--- src/rtl/plic_target_arbiter.sv ---
// PLIC per-target arbiter: selects the highest-priority pending, enabled source and runs claim/complete.
// Optional `define PLIC_ARB_CLAIM_TRACK_EN drops completes for IDs that were never claimed.
// The priority input is named prio because "priority" is a SystemVerilog keyword.
module plic_target_arbiter #(
  parameter int SOURCES    = 16,
  parameter int PRIORITIES = 8,
  localparam int PRI_BITS  = $clog2(PRIORITIES),
  localparam int ID_BITS   = $clog2(SOURCES + 1)
) (
  input  logic                         clk,
  input  logic                         rst_n,
  input  logic [SOURCES-1:0]           ip,
  input  logic [SOURCES-1:0]           ie,
  input  logic [SOURCES*PRI_BITS-1:0]  prio,
  input  logic [PRI_BITS-1:0]          threshold,
  output logic                         irq,
  output logic [ID_BITS-1:0]           best_id,
  input  logic                         claim_req,
  output logic [ID_BITS-1:0]           claim_id,
  output logic                         claim_vld,
  input  logic                         complete_req,
  input  logic [ID_BITS-1:0]           complete_id,
  output logic [SOURCES-1:0]           claim,
  output logic [SOURCES-1:0]           complete
);

  typedef enum logic [1:0] {IDLE, FLUSH1, FLUSH2} state_e;

  state_e              state_q, state_d;
  logic [PRI_BITS-1:0] eff_pri_q [SOURCES];
  logic [PRI_BITS-1:0] threshold_q;
  logic [PRI_BITS-1:0] best_pri;
  logic [ID_BITS-1:0]  best_id_d, best_id_q;
  logic                above_thr_q;
  logic [SOURCES-1:0]  claim_d, complete_d;
  logic [ID_BITS-1:0]  claim_id_d;

  // Stage 1: mask priorities by pending & enable; threshold travels alongside.
  // NOTE: every flop uses <= so all registers update from pre-edge values.
  always_ff @(posedge clk or negedge rst_n) begin
    if (!rst_n) begin
      for (int i = 0; i < SOURCES; i++) eff_pri_q[i] <= '0;
      threshold_q <= '0;
    end else begin
      for (int i = 0; i < SOURCES; i++)
        eff_pri_q[i] <= (ip[i] && ie[i]) ? prio[i*PRI_BITS +: PRI_BITS] : '0;
      threshold_q <= threshold;
    end
  end

  // Strict '>' while scanning upward keeps the lowest ID on ties and leaves ID 0 for max 0.
  // NOTE: defaults first so no path through the block leaves a variable unassigned (no latch).
  always_comb begin
    best_pri  = '0;
    best_id_d = '0;
    for (int i = 0; i < SOURCES; i++) begin
      if (eff_pri_q[i] > best_pri) begin
        best_pri  = eff_pri_q[i];
        best_id_d = ID_BITS'(i + 1);
      end
    end
  end

  always_ff @(posedge clk or negedge rst_n) begin
    if (!rst_n) begin
      best_id_q   <= '0;
      above_thr_q <= 1'b0;
    end else begin
      best_id_q   <= best_id_d;
      above_thr_q <= best_pri > threshold_q;
    end
  end

  assign best_id = best_id_q;
  assign irq     = above_thr_q && (state_q == IDLE);

  // FLUSH holds irq low while the claimed source's dropped ip works through both stages.
  always_comb begin
    state_d = state_q;
    unique case (state_q)
      IDLE:    if (claim_req) state_d = FLUSH1;
      FLUSH1:  state_d = FLUSH2;
      FLUSH2:  state_d = IDLE;
      default: state_d = IDLE;
    endcase
  end

  always_ff @(posedge clk or negedge rst_n) begin
    if (!rst_n) state_q <= IDLE;
    else        state_q <= state_d;
  end

`ifdef PLIC_ARB_CLAIM_TRACK_EN
  logic [SOURCES-1:0] claimed_q;
`endif

  always_comb begin
    claim_id_d = (claim_req && irq) ? best_id_q : '0;
    claim_d    = '0;
    complete_d = '0;
    for (int i = 0; i < SOURCES; i++) begin
      claim_d[i]    = claim_req && irq && (best_id_q == ID_BITS'(i + 1));
      complete_d[i] = complete_req && (complete_id == ID_BITS'(i + 1));
`ifdef PLIC_ARB_CLAIM_TRACK_EN
      complete_d[i] = complete_d[i] && claimed_q[i];
`endif
    end
  end

`ifdef PLIC_ARB_CLAIM_TRACK_EN
  // A claim in the same cycle as a complete of the same ID wins: the bit stays set.
  always_ff @(posedge clk or negedge rst_n) begin
    if (!rst_n) claimed_q <= '0;
    else        claimed_q <= (claimed_q & ~complete_d) | claim_d;
  end
`endif

  always_ff @(posedge clk or negedge rst_n) begin
    if (!rst_n) begin
      claim_vld <= 1'b0;
      claim_id  <= '0;
      claim     <= '0;
      complete  <= '0;
    end else begin
      claim_vld <= claim_req;
      claim_id  <= claim_id_d;
      claim     <= claim_d;
      complete  <= complete_d;
    end
  end

endmodule

--- config.mk ---
export PLATFORM = sky130hd
export DESIGN_NAME = plic_target_arbiter
export DESIGN_NICKNAME = d
export VERILOG_FILES = /design/src/rtl/plic_target_arbiter.sv
export SDC_FILE = /design/constraint.sdc
export NUM_CORES = 1
export LEC_CHECK = 0
export CAP_MARGIN = 20
export CORE_ASPECT_RATIO = 0.5
export CORE_MARGIN = 3
export CORE_UTILIZATION = 39
export DETAILED_ROUTE_END_ITERATION = 7
export HOLD_SLACK_MARGIN = 0.03
export PLACE_DENSITY = 0.7
export SYNTH_ARGS = -nofsm -noshare
export SYNTH_HDL_FRONTEND = slang
export SYNTH_SLANG_ARGS = --single-unit
--- constraint.sdc ---
create_clock -name clk -period 52.4 [get_ports clk]
set_clock_uncertainty 0.05 [all_clocks]
set_input_delay 10.48 -clock clk [delete_from_list [all_inputs] [get_ports clk]]
set_output_delay 10.48 -clock clk [all_outputs]
set_load 0.02 [all_outputs]
==> metrics.yaml <==
status: "finished clean"
grt_max_degree: 52
die_y_um: 87.33
rows: 29
crit_type: "reg2reg"
nNetsFinal: 793
slew_headroom_pct: 57.56
crit_top_cell: "ha_1"
cp_max_fo: 9
synth_fp_nets: 648
cp.arrival_ps: 20300
grt.total_usage_pct: 16.02
start_util_pct: 40.28
crit_path_end_kind: "register"
layout_common_cells: "clkdlybuf4s50_1 (134), dfrtp_1 (97), and3_1 (57)"
dp_worst_setup_slack_ps: 32550
wirelength_met1_mm: 5.335
dr_wl_met3_um: 516
hold_viol: 0
setup_viol: 0
syn_to_final_growth_pct: 35.82
die_w_um: 168.7
root_buffer: "clkbuf_16"
clock_latency_ps: 340
worstHoldStart: "state_q[1]"
critical_path_required_ps: 52580
drive_gt1_share_pct: 5.927
wl_met2_mm: 5.323
first_pass_iters: 4
yosys_warnings: 0
yosysSeqAreaShare_pct: 47.05
vias_per_cell: 5.062
wl_per_cell_um: 13.64
maxCapViolCount: 0
synth_cell_types: 55
final_antenna_net_count: 0
hpwl_mm: 9.204
drc: 0
cp-start-kind: "register"
crit_path_max_incr_delay_ps: 570
cts.htree.levels: 3
timing.rr.start: "eff_pri_q[44]"
clk_pin_slew_ps: 70
setup_tns_ps: 0
tightest_slew_ps: 636.6
synth-edff-count: 0
path_buf_inv: 5
worst_slack_ps: 32280
synth_ff_type: "dfrtp_1"
drt_iter0_markers: 230
fin_crit_sh_pct: 38.40
clock_sinks: 97
top_layer: "met4"
fmax_mhz: 49.70
grt_pass1_wl_mm: 19.19
ys_seq_elements: 97
antenna_found_initial: 0
final_common_cell: "clkdlybuf4s50_1"
hold_class: "reg2reg"
n_antenna_cell: 0
slew_viol_final: 0
setup.worst_path.start: "eff_pri_q[44]"
ctsResizeCount: 0
clockBufferDepth: 2
vias: 4191
syn_area_per_cell_um2: 10.15
floorplan.die_area_um2: 14730
cp_slowest_cell: "nor4b_1"
grt_overflow: 0
cts_tree: "yes"
io_buffers: 135
top_level_ports: 136
synthCells: 508
drt_wl_total_mm: 11.29
cts_made_buffers: 9
crit_family: "compound AO/OA/AOI/OAI gates"
netlist_area_um2: 5159
ys_async_sr_fraction_pct: 100.0
min_period_ps: 20120
gp_congestion: 0.8241
grt_pass1_vias: 4127
rsz0062_at_grt: "false"
holdBufCountCts: 0
post_cts_buffers: 0
coreArea_um2: 12810
num-fill-cells: 1153
==> flip-flops by register name, indices dropped and copies added (netlist names) <==
| signal | cells |
|---|---|
| claim_id | 5 |
| claim | 16 |
| eff_pri_q | 48 |
| best_id | 5 |
| state_q | 2 |
| complete | 16 |
| above_thr_q | 1 |
| threshold_q | 3 |
| claim_vld | 1 |
==> final timing paths <==
kind | slack [ps] | end | depth (start not counted)
worst max register to register | 32280 | above_thr_q | 90
worst min register to register | 380 | state_q[1] | 1
max in group asynchronous | 41210 | complete[5] | 2
min in group asynchronous | 10080 | state_q[1] | 1
worst max-delay path | 32280 | above_thr_q | 90
worst min-delay path | 380 | state_q[1] | 1
==> worst reg2reg max path, delay by kind of cell, from the launching register on <==
| family | cells | cell delay [ps] |
|---|---|---|
| buffers and inverters | 5 | 600 |
| muxes | 4 | 1410 |
| DFF | 1 | 410 |
| adders and majority gates | 16 | 4410 |
| AOI/OAI and AO/OA | 36 | 7980 |
| and+or+nand+nor | 29 | 5140 |
==> final cells by class <==
| cell class | instances | area, µm² | area share (%) |
|---|---|---|---|
| Sequential cell | 97 | 2427 | 34.64 |
| Tap cell | 170 | 212.7 | 3.036 |
| Inverter | 36 | 135.1 | 1.929 |
| Multi-Input combinational cell | 373 | 2589 | 36.95 |
| Clock buffer | 10 | 239.0 | 3.411 |
| Timing Repair Buffer | 136 | 1356 | 19.36 |
| Clock inverter | 6 | 47.55 | 0.6786 |
==> logic make-up (layout without fill, tap and decap cells) <==
| kind of cell | after synthesis | in the layout | share of synthesized area (%) |
|---|---|---|---|
| simple gates | 207 | 207 | 21.34 |
| compound gates | 104 | 104 | 14.33 |
| flops | 97 | 97 | 47.05 |
| fa+ha+maj | 48 | 48 | 11.64 |
| buf+inv | 38 | 188 | 2.765 |
| mux | 14 | 14 | 2.862 |
==> metrics by stage <==
stage	util [%]	instances	hold WS [ps]	cell area, µm²
2_1_floorplan	-	508	353.1	5159
3_3_place_gp	52.47	812	368.7	6720
3_5_place_dp	52.47	812	370.8	6720
4_1_cts	54.70	828	386.9	7007
5_1_grt	54.70	828	414.0	7007
6_report	54.70	828	382.7	7007
==> metal layers <==
metal / vias up / GRT usage, %
li1: 2121 / -
met1: 1964 / 21.51
met2: 98 / 26.93
met3: 8 / 3.354
met5: - / 0
met4: 0 / 3.860
==> synthesized netlist by cell type, types with 2 or more instances <==
library cell | instances | area [µm²]
a32oi_1 | 3 | 26.28
nand2_1 | 27 | 101.4
o21ai_0 | 7 | 35.03
or2_2 | 2 | 12.51
nand3b_1 | 9 | 67.56
o21a_1 | 4 | 30.03
and3b_1 | 2 | 17.52
o22ai_1 | 6 | 37.54
nor4_1 | 3 | 18.77
nor2b_1 | 11 | 68.82
clkbuf_1 | 2 | 7.510
dfrtp_1 | 97 | 2427
mux2_2 | 6 | 67.56
a21oi_1 | 29 | 145.1
a31oi_1 | 5 | 31.28
inv_1 | 35 | 131.4
nor2_1 | 48 | 180.2
nor3_1 | 13 | 65.06
ha_1 | 48 | 600.6
o21ai_1 | 9 | 45.04
o31ai_1 | 3 | 22.52
a21o_1 | 10 | 75.07
mux2i_1 | 8 | 80.08
o211ai_1 | 4 | 30.03
nand2b_1 | 9 | 56.30
a31o_2 | 2 | 17.52
nand3_1 | 11 | 55.05
a21boi_0 | 3 | 22.52
and3_1 | 57 | 356.6
and2_1 | 9 | 56.30
o31a_1 | 2 | 17.52
Power is left out: the tool's default activity adds up to more than one toggle a clock period on the data nets, which glitch-free logic cannot reach.
